==> src/rtl/button_debouncer_if.sv <==
// Button debouncer signal bundle: the raw pin going in, and the qualified
// level, long-press flag and debug state coming out.
interface button_debouncer_if;
  logic       btn_raw;
  logic       btn_level;
  logic       btn_long;
  logic [1:0] btn_state;

  // Board / stimulus side: drives the pin, observes the qualified outputs.
  modport master (
    output btn_raw,
    input  btn_level,
    input  btn_long,
    input  btn_state
  );

  // Debouncer side.
  modport slave (
    input  btn_raw,
    output btn_level,
    output btn_long,
    output btn_state
  );
endinterface

==> src/rtl/button_debouncer.sv <==
// Push-button debouncer.
// The raw pin is normalised to active-high and passed through a two-flop
// synchroniser. A four-state FSM then requires DEBOUNCE_CYCLES consecutive
// stable samples before it changes the qualified level. A hold counter,
// started when the level rises, flags a long press after LONG_CYCLES. The
// hold counter keeps running through release bounce, so a bounce during
// release does not restart long-press timing.
module button_debouncer #(
  parameter int DEBOUNCE_CYCLES = 1000000,
  parameter int LONG_CYCLES     = 50000000,
  parameter bit ACTIVE_LOW      = 1'b1
) (
  input logic               clk,
  input logic               rst_n,
  button_debouncer_if.slave bus
);

  localparam int DEB_W  = $clog2(DEBOUNCE_CYCLES + 1);
  localparam int HOLD_W = $clog2(LONG_CYCLES + 1);

  localparam logic [DEB_W-1:0]  DEB_LAST  = DEB_W'(DEBOUNCE_CYCLES - 1);
  localparam logic [DEB_W-1:0]  DEB_ONE   = DEB_W'(1);
  localparam logic [HOLD_W-1:0] HOLD_MAX  = HOLD_W'(LONG_CYCLES);
  localparam logic [HOLD_W-1:0] HOLD_LAST = HOLD_W'(LONG_CYCLES - 1);

  typedef enum logic [1:0] {
    RELEASED     = 2'd0,
    PRESS_WAIT   = 2'd1,
    PRESSED      = 2'd2,
    RELEASE_WAIT = 2'd3
  } state_t;

  // The hold counter saturates at LONG_CYCLES so a very long press never wraps.
  function automatic logic [HOLD_W-1:0] hold_inc(input logic [HOLD_W-1:0] h);
    return (h >= HOLD_MAX) ? h : h + HOLD_W'(1);
  endfunction

  logic pin_pressed;
  logic sync_p0;
  logic sync_p1;
  logic p_s;

  state_t              state_q, state_d;
  logic [DEB_W-1:0]    deb_q, deb_d;
  logic [HOLD_W-1:0]   hold_q, hold_d;
  logic                level_q, level_d;
  logic                long_q, long_d;

  assign pin_pressed = ACTIVE_LOW ? ~bus.btn_raw : bus.btn_raw;
  assign p_s         = sync_p1;

  // Synchronise the normalised pin into the clk domain; reset to "not pressed".
  always_ff @(posedge clk or negedge rst_n) begin
    if (!rst_n) begin
      sync_p0 <= 1'b0;
      sync_p1 <= 1'b0;
    end else begin
      sync_p0 <= pin_pressed;
      sync_p1 <= sync_p0;
    end
  end

  // State, counters and registered outputs.
  always_ff @(posedge clk or negedge rst_n) begin
    if (!rst_n) begin
      state_q <= RELEASED;
      deb_q   <= '0;
      hold_q  <= '0;
      level_q <= 1'b0;
      long_q  <= 1'b0;
    end else begin
      state_q <= state_d;
      deb_q   <= deb_d;
      hold_q  <= hold_d;
      level_q <= level_d;
      long_q  <= long_d;
    end
  end

  // Next-state logic: qualify presses and releases, time the long press.
  always_comb begin
    state_d = state_q;
    deb_d   = deb_q;
    hold_d  = hold_q;
    level_d = level_q;
    long_d  = long_q;
    case (state_q)
      RELEASED: begin
        level_d = 1'b0;
        long_d  = 1'b0;
        hold_d  = '0;
        if (p_s) begin
          state_d = PRESS_WAIT;
          deb_d   = DEB_ONE;
        end else begin
          deb_d   = '0;
        end
      end
      PRESS_WAIT: begin
        if (!p_s) begin
          state_d = RELEASED;
          deb_d   = '0;
        end else if (deb_q == DEB_LAST) begin
          state_d = PRESSED;
          level_d = 1'b1;
          hold_d  = '0;
          deb_d   = '0;
        end else begin
          deb_d   = deb_q + DEB_ONE;
        end
      end
      PRESSED: begin
        hold_d = hold_inc(hold_q);
        if (hold_q == HOLD_LAST) begin
          long_d = 1'b1;
        end
        if (!p_s) begin
          state_d = RELEASE_WAIT;
          deb_d   = DEB_ONE;
        end
      end
      RELEASE_WAIT: begin
        hold_d = hold_inc(hold_q);
        if (hold_q == HOLD_LAST) begin
          long_d = 1'b1;
        end
        if (p_s) begin
          state_d = PRESSED;
          deb_d   = '0;
        end else if (deb_q == DEB_LAST) begin
          state_d = RELEASED;
          level_d = 1'b0;
          long_d  = 1'b0;
          hold_d  = '0;
          deb_d   = '0;
        end else begin
          deb_d   = deb_q + DEB_ONE;
        end
      end
      default: begin
        state_d = RELEASED;
        deb_d   = '0;
        hold_d  = '0;
        level_d = 1'b0;
        long_d  = 1'b0;
      end
    endcase
  end

  assign bus.btn_level = level_q;
  assign bus.btn_long  = long_q;
  assign bus.btn_state = state_q;

endmodule

==> src/flat_wrapper.sv <==
// flat-port wrapper written by rule: the top's interface ports become plain ports
module button_debouncer_flat 
#(
  parameter int DEBOUNCE_CYCLES = 1000000,
  parameter int LONG_CYCLES     = 50000000,
  parameter bit ACTIVE_LOW      = 1'b1
)
  (clk, rst_n, bus_btn_raw, bus_btn_level, bus_btn_long, bus_btn_state);
  button_debouncer_if bus_i ();
  input logic clk;
  input logic rst_n;
  input wire logic [$bits(bus_i.btn_raw)-1:0] bus_btn_raw;
  output wire logic [$bits(bus_i.btn_level)-1:0] bus_btn_level;
  output wire logic [$bits(bus_i.btn_long)-1:0] bus_btn_long;
  output wire logic [$bits(bus_i.btn_state)-1:0] bus_btn_state;
  assign bus_i.btn_raw = bus_btn_raw;
  assign bus_btn_level = bus_i.btn_level;
  assign bus_btn_long = bus_i.btn_long;
  assign bus_btn_state = bus_i.btn_state;
  button_debouncer #(.DEBOUNCE_CYCLES(DEBOUNCE_CYCLES), .LONG_CYCLES(LONG_CYCLES), .ACTIVE_LOW(ACTIVE_LOW)) u_core (.clk(clk), .rst_n(rst_n), .bus(bus_i));
endmodule
==> config.mk <==
export PLATFORM = sky130hd
export DESIGN_NAME = button_debouncer_flat
export DESIGN_NICKNAME = d
export VERILOG_FILES = /design/src/rtl/button_debouncer_if.sv /design/src/rtl/button_debouncer.sv /design/src/flat_wrapper.sv
export SDC_FILE = /design/constraint.sdc
export NUM_CORES = 1
export LEC_CHECK = 0
export CAP_MARGIN = 20
export CORE_MARGIN = 2
export CORE_UTILIZATION = 25
export CTS_CLUSTER_DIAMETER = 60
export DETAILED_ROUTE_END_ITERATION = 8
export GPL_ROUTABILITY_DRIVEN = 0
export PLACE_DENSITY = 0.5
export SYNTH_ARGS = -nofsm -noshare
export SYNTH_HDL_FRONTEND = slang
export SYNTH_SLANG_ARGS = --single-unit
==> constraint.sdc <==
create_clock -name clk -period 4.4 [get_ports clk]
set_input_delay 1.32 -clock clk [delete_from_list [all_inputs] [get_ports clk]]
set_output_delay 1.32 -clock clk [all_outputs]
set_load 0.01 [all_outputs]
==> results of run 1 <==
final cells by class:
cell class / instances / area share [%]
Timing Repair Buffer: 11 / 2.75
Inverter: 13 / 1.45
Clock buffer: 5 / 3.72
Multi-Input combinational cell: 265 / 46.7
Clock inverter: 3 / 1.38
Tap cell: 143 / 5.32
Sequential cell: 52 / 38.7
registers in the layout (all words and copies together), names as in the netlist, named ones only:
register,cells
u_core.bus.btn_level,1
u_core.bus.btn_long,1
u_core.bus.btn_state,1
u_core.deb_q,20
u_core.hold_q,26
u_core.p_s,1
u_core.sync_p0,1
how the worst max path moves through the flow:
| stage | start | end | slack, ps |
|---|---|---|---|
| 4_1_cts | u_core.deb_q[0] | u_core.hold_q[25] | 1530 |
| 5_1_grt | u_core.deb_q[0] | u_core.hold_q[13] | 1310 |
| 3_5_place_dp | u_core.deb_q[0] | u_core.hold_q[25] | 1560 |
| 2_1_floorplan | u_core.deb_q[0] | u_core.hold_q[22] | 2400 |
| 3_3_place_gp | u_core.deb_q[0] | u_core.hold_q[25] | 1650 |
| 6_report | u_core.deb_q[0] | u_core.hold_q[25] | 1520 |
stage by stage:
step	total power, µW	area, µm²	worst slack, ps	instances	hold WS [ps]
finish	978	3360	1520	492	352
detailed placement	526	3190	1560	484	337
global placement	526	3190	1650	484	339
CTS	991	3360	1530	492	355
global route	1010	3360	1310	492	370
floorplan	508	3000	2400	343	331
power groups by stage:
stage / clock [µW] / combinational [µW] / sequential, µW
4_1_cts: 474 / 32.9 / 484
3_3_place_gp: 0 / 32.6 / 493
3_5_place_dp: 0 / 32.8 / 493
2_1_floorplan: 0 / 15.0 / 493
6_report: 463 / 31.4 / 484
5_1_grt: 488 / 36.8 / 484
cells in the final DEF (no fill, tap or decap), types with 2 or more instances in the layout:
| cell type | instances |
|---|---|
| and3_1 | 9 |
| inv_1 | 13 |
| nor2b_1 | 7 |
| nand2_1 | 43 |
| a2111oi_4 | 2 |
| dfrtp_1 | 52 |
| o21ai_0 | 33 |
| buf_4 | 5 |
| clkdlybuf4s50_1 | 5 |
| o21ai_1 | 30 |
| clkbuf_16 | 5 |
| nor3_1 | 3 |
| ha_1 | 3 |
| nand3_1 | 20 |
| and4_1 | 3 |
| and2_1 | 3 |
| o31ai_1 | 10 |
| nor2_1 | 21 |
| xor2_1 | 4 |
| a21oi_1 | 17 |
| nor4_1 | 4 |
| a41oi_1 | 3 |
| a22o_1 | 2 |
| nand4_1 | 17 |
| nor4_4 | 2 |
| a31oi_1 | 13 |
worst reg2reg max path: cells and delay by family (launching register included):
| family | cells | cell delay (ps) |
|---|---|---|
| fa+ha+maj | 1 | 260 |
| flops | 1 | 440 |
| simple gates | 4 | 850 |
| buf+inv | 1 | 330 |
| compound gates | 2 | 880 |
metal layers:
| metal | vias to the layer above | track usage, % | wire (µm) |
|---|---|---|---|
| met1 | 1212 | 16.2 | 3480 |
| met4 | 0 | 4.80 | 152 |
| li1 | 1276 | - | - |
| met3 | 11 | 1.70 | 167 |
| met5 | - | 0 | 0 |
| met2 | 37 | 16.9 | 2960 |
logic make-up after synthesis:
logic type               Yosys count  synth area share, %
multiplexers                       1                0.376
XOR/XNOR                           5                 1.46
flip-flops                        52                 43.4
AND/OR/NAND/NOR                  137                 23.7
adder cells (fa/ha/maj)            3                 1.25
AO/OA/AOI/OAI                    119                 25.3
buffers and inverters             26                 4.51
==> flow_metrics.py, run 1 <==
metrics = {
    "die": {
        "start_util_pct": 25.9,
        "dieArea_mm2": 0.0129,
        "die_w_um": 113,
        "row_count": 39,
        "die_h_um": 113,
        "io_pins": 7,
        "floorplan.core_area_mm2": 0.0116,
    },
    "timing": {
        "clock_skew_ps": 6.25,
        "hold_violations": 0,
        "rsz0062_at_grt": "false",
        "tightestPinTransition_ps": 924,
        "period_needed_ps": 2880,
        "slew_headroom_pct": 38.2,
        "fmax_ghz": 0.347,
        "drv_slew": 0,
        "setup_violations": 0,
        "tns_ps": 0,
        "min_period_over_period_pct": 65.4,
    },
    "final_layout": {
        "antenna_cells": 0,
        "nFillCells": 1213,
        "multi_input_area_mm2": 0.00157,
        "seq_area_mm2": 0.00130,
        "syn_to_final_growth_pct": 12.3,
        "finalNetCount": 354,
        "drive_above_1_share_pct": 7.16,
        "finalCoreUtilization_pct": 29.1,
    },
    "power": {
        "leakagePower_uw": 0.00130,
        "ir_worst_vdd_mv": 0.159,
        "switching_power_uw": 219,
        "power_frac_clock_pct": 47.3,
        "switching_share_pct": 22.4,
        "powerDensity_mw_per_mm2": 291,
        "power_frac_seq_pct": 49.5,
        "pwr-share-comb_pct": 3.2,
        "internal_power_uw": 759,
    },
    "clock_network": {
        "clkLatencyLatePin_ps": 300,
        "holdBufCountCts": 0,
        "cts_setup_buffers": 0,
        "cts_made_buffers": 5,
        "clkTransAtPathRegs_ps": 70,
        "cts.sinks": 52,
        "ctsResizeCount": 0,
        "cts_root_buf": "clkbuf_16",
        "clock_path_buffers": 2,
        "cts_tree": "built",
        "ctsHtreeMaxLevel": 2,
    },
    "drt": {
        "drtPass1Iterations": 4,
        "totalWireLength_mm": 6.76,
        "antenna_left": 0,
        "drt_iter0_drc": 151,
        "wl_per_cell_um": 13.7,
        "vias": 2536,
        "drc_errors": 0,
        "routed_via_density": 5.15,
    },
    "setup_path": {
        "worstPathArrival_ps": 3060,
        "rrSetupSlack_ps": 1520,
        "cp_max_fo": 16,
        "cp_data_required_time_ps": 4580,
        "crit_buf_inv": 1,
        "cp_slowest_stage_delay_ps": 810,
        "crit_slowest_cell": "o41ai_4",
        "reg2reg_from": "u_core.deb_q[0]",
        "crit_cells": 8,
        "critical-path-top-delay-family": "compound AO/OA/AOI/OAI gates",
        "worst-r2r-cell-count": 8,
        "critPathCaptureType": "flip-flop",
        "worstSetupPathType": "reg -> reg",
        "path_cells": "ha_1, and4_1, nand4_1, o41ai_4, buf_4, and2b_1, nand2_1, o21ai_1",
        "cp-start-kind": "flip-flop",
        "timing.rr.end": "u_core.hold_q[25]",
    },
    "grt": {
        "grt_use_total_pct": 11.3,
        "overflow": 0,
        "grt_pass1_wl_mm": 12.0,
        "grt_antenna_before_repair": 0,
        "grt_start_max_net_pins": 28,
        "grt_pass1_vias": 2409,
    },
    "synth": {
        "synth_area_mm2": 0.00300,
        "syn_area_per_cell_um2": 8.74,
        "synth_area_leaders": "dfrtp_1 43%, o21ai_0 5.5%, nand2_1 5.4%, o21ai_1 5.0%, nand4_1 3.5%",
        "synth.lib_cells_used.distinct": 43,
        "synth_flop_cell": "dfrtp_1",
        "async_flop_share_pct": 100,
        "synth_common_cells": "52 x dfrtp_1, 43 x nand2_1, 33 x o21ai_0",
        "yosys.area.top_type": "dfrtp_1",
        "ys_warn_count": 0,
        "postSynthCellCount": 343,
        "synth_seq_cells": 52,
        "synth_top_area_share_pct": 43.4,
        "syn_nets": 349,
        "yosysMostFrequentCell": "dfrtp_1",
        "synth_edf_count": 0,
        "ys_seq_area_share_pct": 43.4,
    },
    "min_path": {
        "hold_end": "u_core.p_s",
        "min_from": "u_core.sync_p0",
        "worstHoldPathType": "reg -> reg",
        "hold_depth": 0,
    },
    "placed_design": {
        "io_buffers": 6,
        "place_hpwl_mm": 4.75,
    },
    "status": {
        "outcome": "completed",
    },
    "job": {
        "drv_cap": 0,
    },
}
No activity file was read; power rests on OpenSTA's default activity.
==> run 2, diff against run 1 <==
Clock period 4.4 ns to 2.9 ns, I/O delays scaled along.
==> run 2 against run 1 <==
Compared with the run above: sequential share of layout area down 0.40 points; global-route usage up 0.085 points; sequential cell count unchanged; first-iteration DRC count up 39%; highest routed layer unchanged; clock skew about the same; utilization up 0.30 points; clock power up 47%; die area unchanged; sequential power up 52%.
==> flow_metrics.py, run 2 (synthesis results as in run 1) <==
metrics = {
    "status": {
        "outcome": "completed",
    },
    "final_layout": {
        "finalNetCount": 358,
        "fin_cells": 496,
        "syn_to_final_growth_pct": 13.4,
        "final_cell_mix": "52 x dfrtp_1, 43 x nand2_1, 33 x o21ai_0, 30 x o21ai_1, 21 x nor2_1",
        "largest_register": "u_core.hold_q",
        "final_area_mm2": 0.00340,
        "nFillCells": 1198,
        "layout_commonest_cell": "dfrtp_1",
        "largest_reg_flops": 26,
        "antenna_cells": 0,
        "drive_above_1_share_pct": 7.93,
        "reg.largest.list": "u_core.hold_q: 26 flops, u_core.deb_q: 20 flops",
    },
    "job": {
        "drv_cap": 0,
    },
    "min_path": {
        "hold_depth": 0,
        "worstHoldPathType": "reg -> reg",
    },
    "clock_network": {
        "cts_tree": "built",
        "ctsHtreeMaxLevel": 2,
        "cts_root_buf": "clkbuf_16",
        "cts.sinks": 52,
        "ctsResizeCount": 0,
        "clock_path_buffers": 2,
        "cts_made_buffers": 5,
        "clkTransAtPathRegs_ps": 70,
        "cts_setup_buffers": 0,
        "clkLatencyLatePin_ps": 300,
        "holdBufCountCts": 0,
    },
    "timing": {
        "min_period_over_period_pct": 84.9,
        "period_needed_ps": 2460,
        "hold_violations": 0,
        "setup_violations": 0,
        "tightestPinTransition_ps": 904,
        "tns_ps": 0,
        "rsz0062_at_grt": "false",
        "fmax_ghz": 0.406,
        "slew_headroom_pct": 39.5,
        "drv_slew": 0,
        "clock_skew_ps": 6.70,
    },
    "setup_path": {
        "rrSetupSlack_ps": 440,
        "critPathCaptureType": "flip-flop",
        "cp_max_fo": 14,
        "crit_path_start": "u_core.deb_q[0]",
        "reg2reg_from": "u_core.deb_q[0]",
        "cp-start-kind": "flip-flop",
        "timing.rr.end": "u_core.hold_q[14]",
        "worst-r2r-cell-count": 8,
        "setup.worst_path.end": "u_core.hold_q[14]",
        "cp_data_required_time_ps": 3110,
        "worstSetupPathType": "reg -> reg",
        "worstPathArrival_ps": 2670,
    },
    "power": {
        "total_power_uw": 1460,
        "switching_share_pct": 21.5,
        "switching_power_uw": 314,
        "leakagePower_uw": 0.00133,
        "power_frac_clock_pct": 46.5,
        "power_frac_seq_pct": 50.2,
        "pwr-share-comb_pct": 3.3,
        "internal_power_uw": 1150,
        "powerDensity_mw_per_mm2": 430,
        "ir_worst_vdd_mv": 0.201,
    },
    "die": {
        "row_count": 39,
        "die_h_um": 113,
        "dieArea_mm2": 0.0129,
        "io_pins": 7,
        "floorplan.core_area_mm2": 0.0116,
        "start_util_pct": 25.9,
        "die_w_um": 113,
    },
    "drt": {
        "wl_per_cell_um": 14.2,
        "vias": 2632,
        "routed_via_density": 5.31,
        "drt_iter0_drc": 210,
        "drc_errors": 0,
        "drtPass1Iterations": 4,
        "antenna_left": 0,
        "totalWireLength_mm": 7.05,
    },
    "grt": {
        "grt_pass1_wl_mm": 12.1,
        "grt_antenna_before_repair": 0,
        "grt_use_total_pct": 11.4,
        "grt_start_max_net_pins": 53,
        "overflow": 0,
        "grt_pass1_vias": 2412,
    },
    "placed_design": {
        "io_buffers": 6,
        "place_inst": 488,
        "place_hpwl_mm": 4.64,
        "place_area_mm2": 0.00324,
    },
}
==> run 2: worst max-delay path, cell delays in order, from the launching register on <==
cell,delay (ps)
dfrtp_1,440
ha_1,280
and4_1,240
nand4_1,140
nor2_2,80
a21boi_1,680
buf_4,340
o21ai_0,110
o31ai_1,70
==> run 2: cell type report <==
class | instances | area (µm²) | area share (%)
Tap cell | 143 | 179 | 5.26
Inverter | 13 | 48.8 | 1.44
Timing Repair Buffer | 15 | 135 | 3.97
Clock inverter | 2 | 35.0 | 1.03
Multi-Input combinational cell | 265 | 1570 | 46.2
Sequential cell | 52 | 1300 | 38.3
Clock buffer | 6 | 129 | 3.79
==> run 2: metal layers <==
metal	vias to the layer above	part of all wire [%]	track usage, %
li1	1287	-	-
met1	1290	50	16.3
met2	44	45	17.1
met3	11	2.8	1.43
met4	0	2.1	5.20
met5	-	0	0
==> run 2: per-stage QoR <==
stage	utilization (%)	setup WS, ps	hold WS (ps)
after detailed placement	28.0	428	346
after floorplan	-	901	331
after CTS	29.4	403	362
final	29.4	437	357
after global placement	28.0	491	337
after global routing	29.4	184	372
==> run 2: power by group through the flow <==
stage,registers (µW),clock network (µW),logic (µW)
final,734,680,48.8
after global routing,735,726,56.4
after CTS,734,699,50.5
after detailed placement,748,0,50.9
after global placement,748,0,50.6
after floorplan,747,0,22.7
==> run 2: how the worst min path moves through the flow <==
| stage | from | end |
|---|---|---|
| after floorplan | u_core.sync_p0 | u_core.p_s |
| after global placement | u_core.sync_p0 | u_core.p_s |
| after detailed placement | u_core.sync_p0 | u_core.p_s |
| after CTS | u_core.sync_p0 | u_core.p_s |
| after global routing | u_core.sync_p0 | u_core.p_s |
| final | u_core.sync_p0 | u_core.p_s |
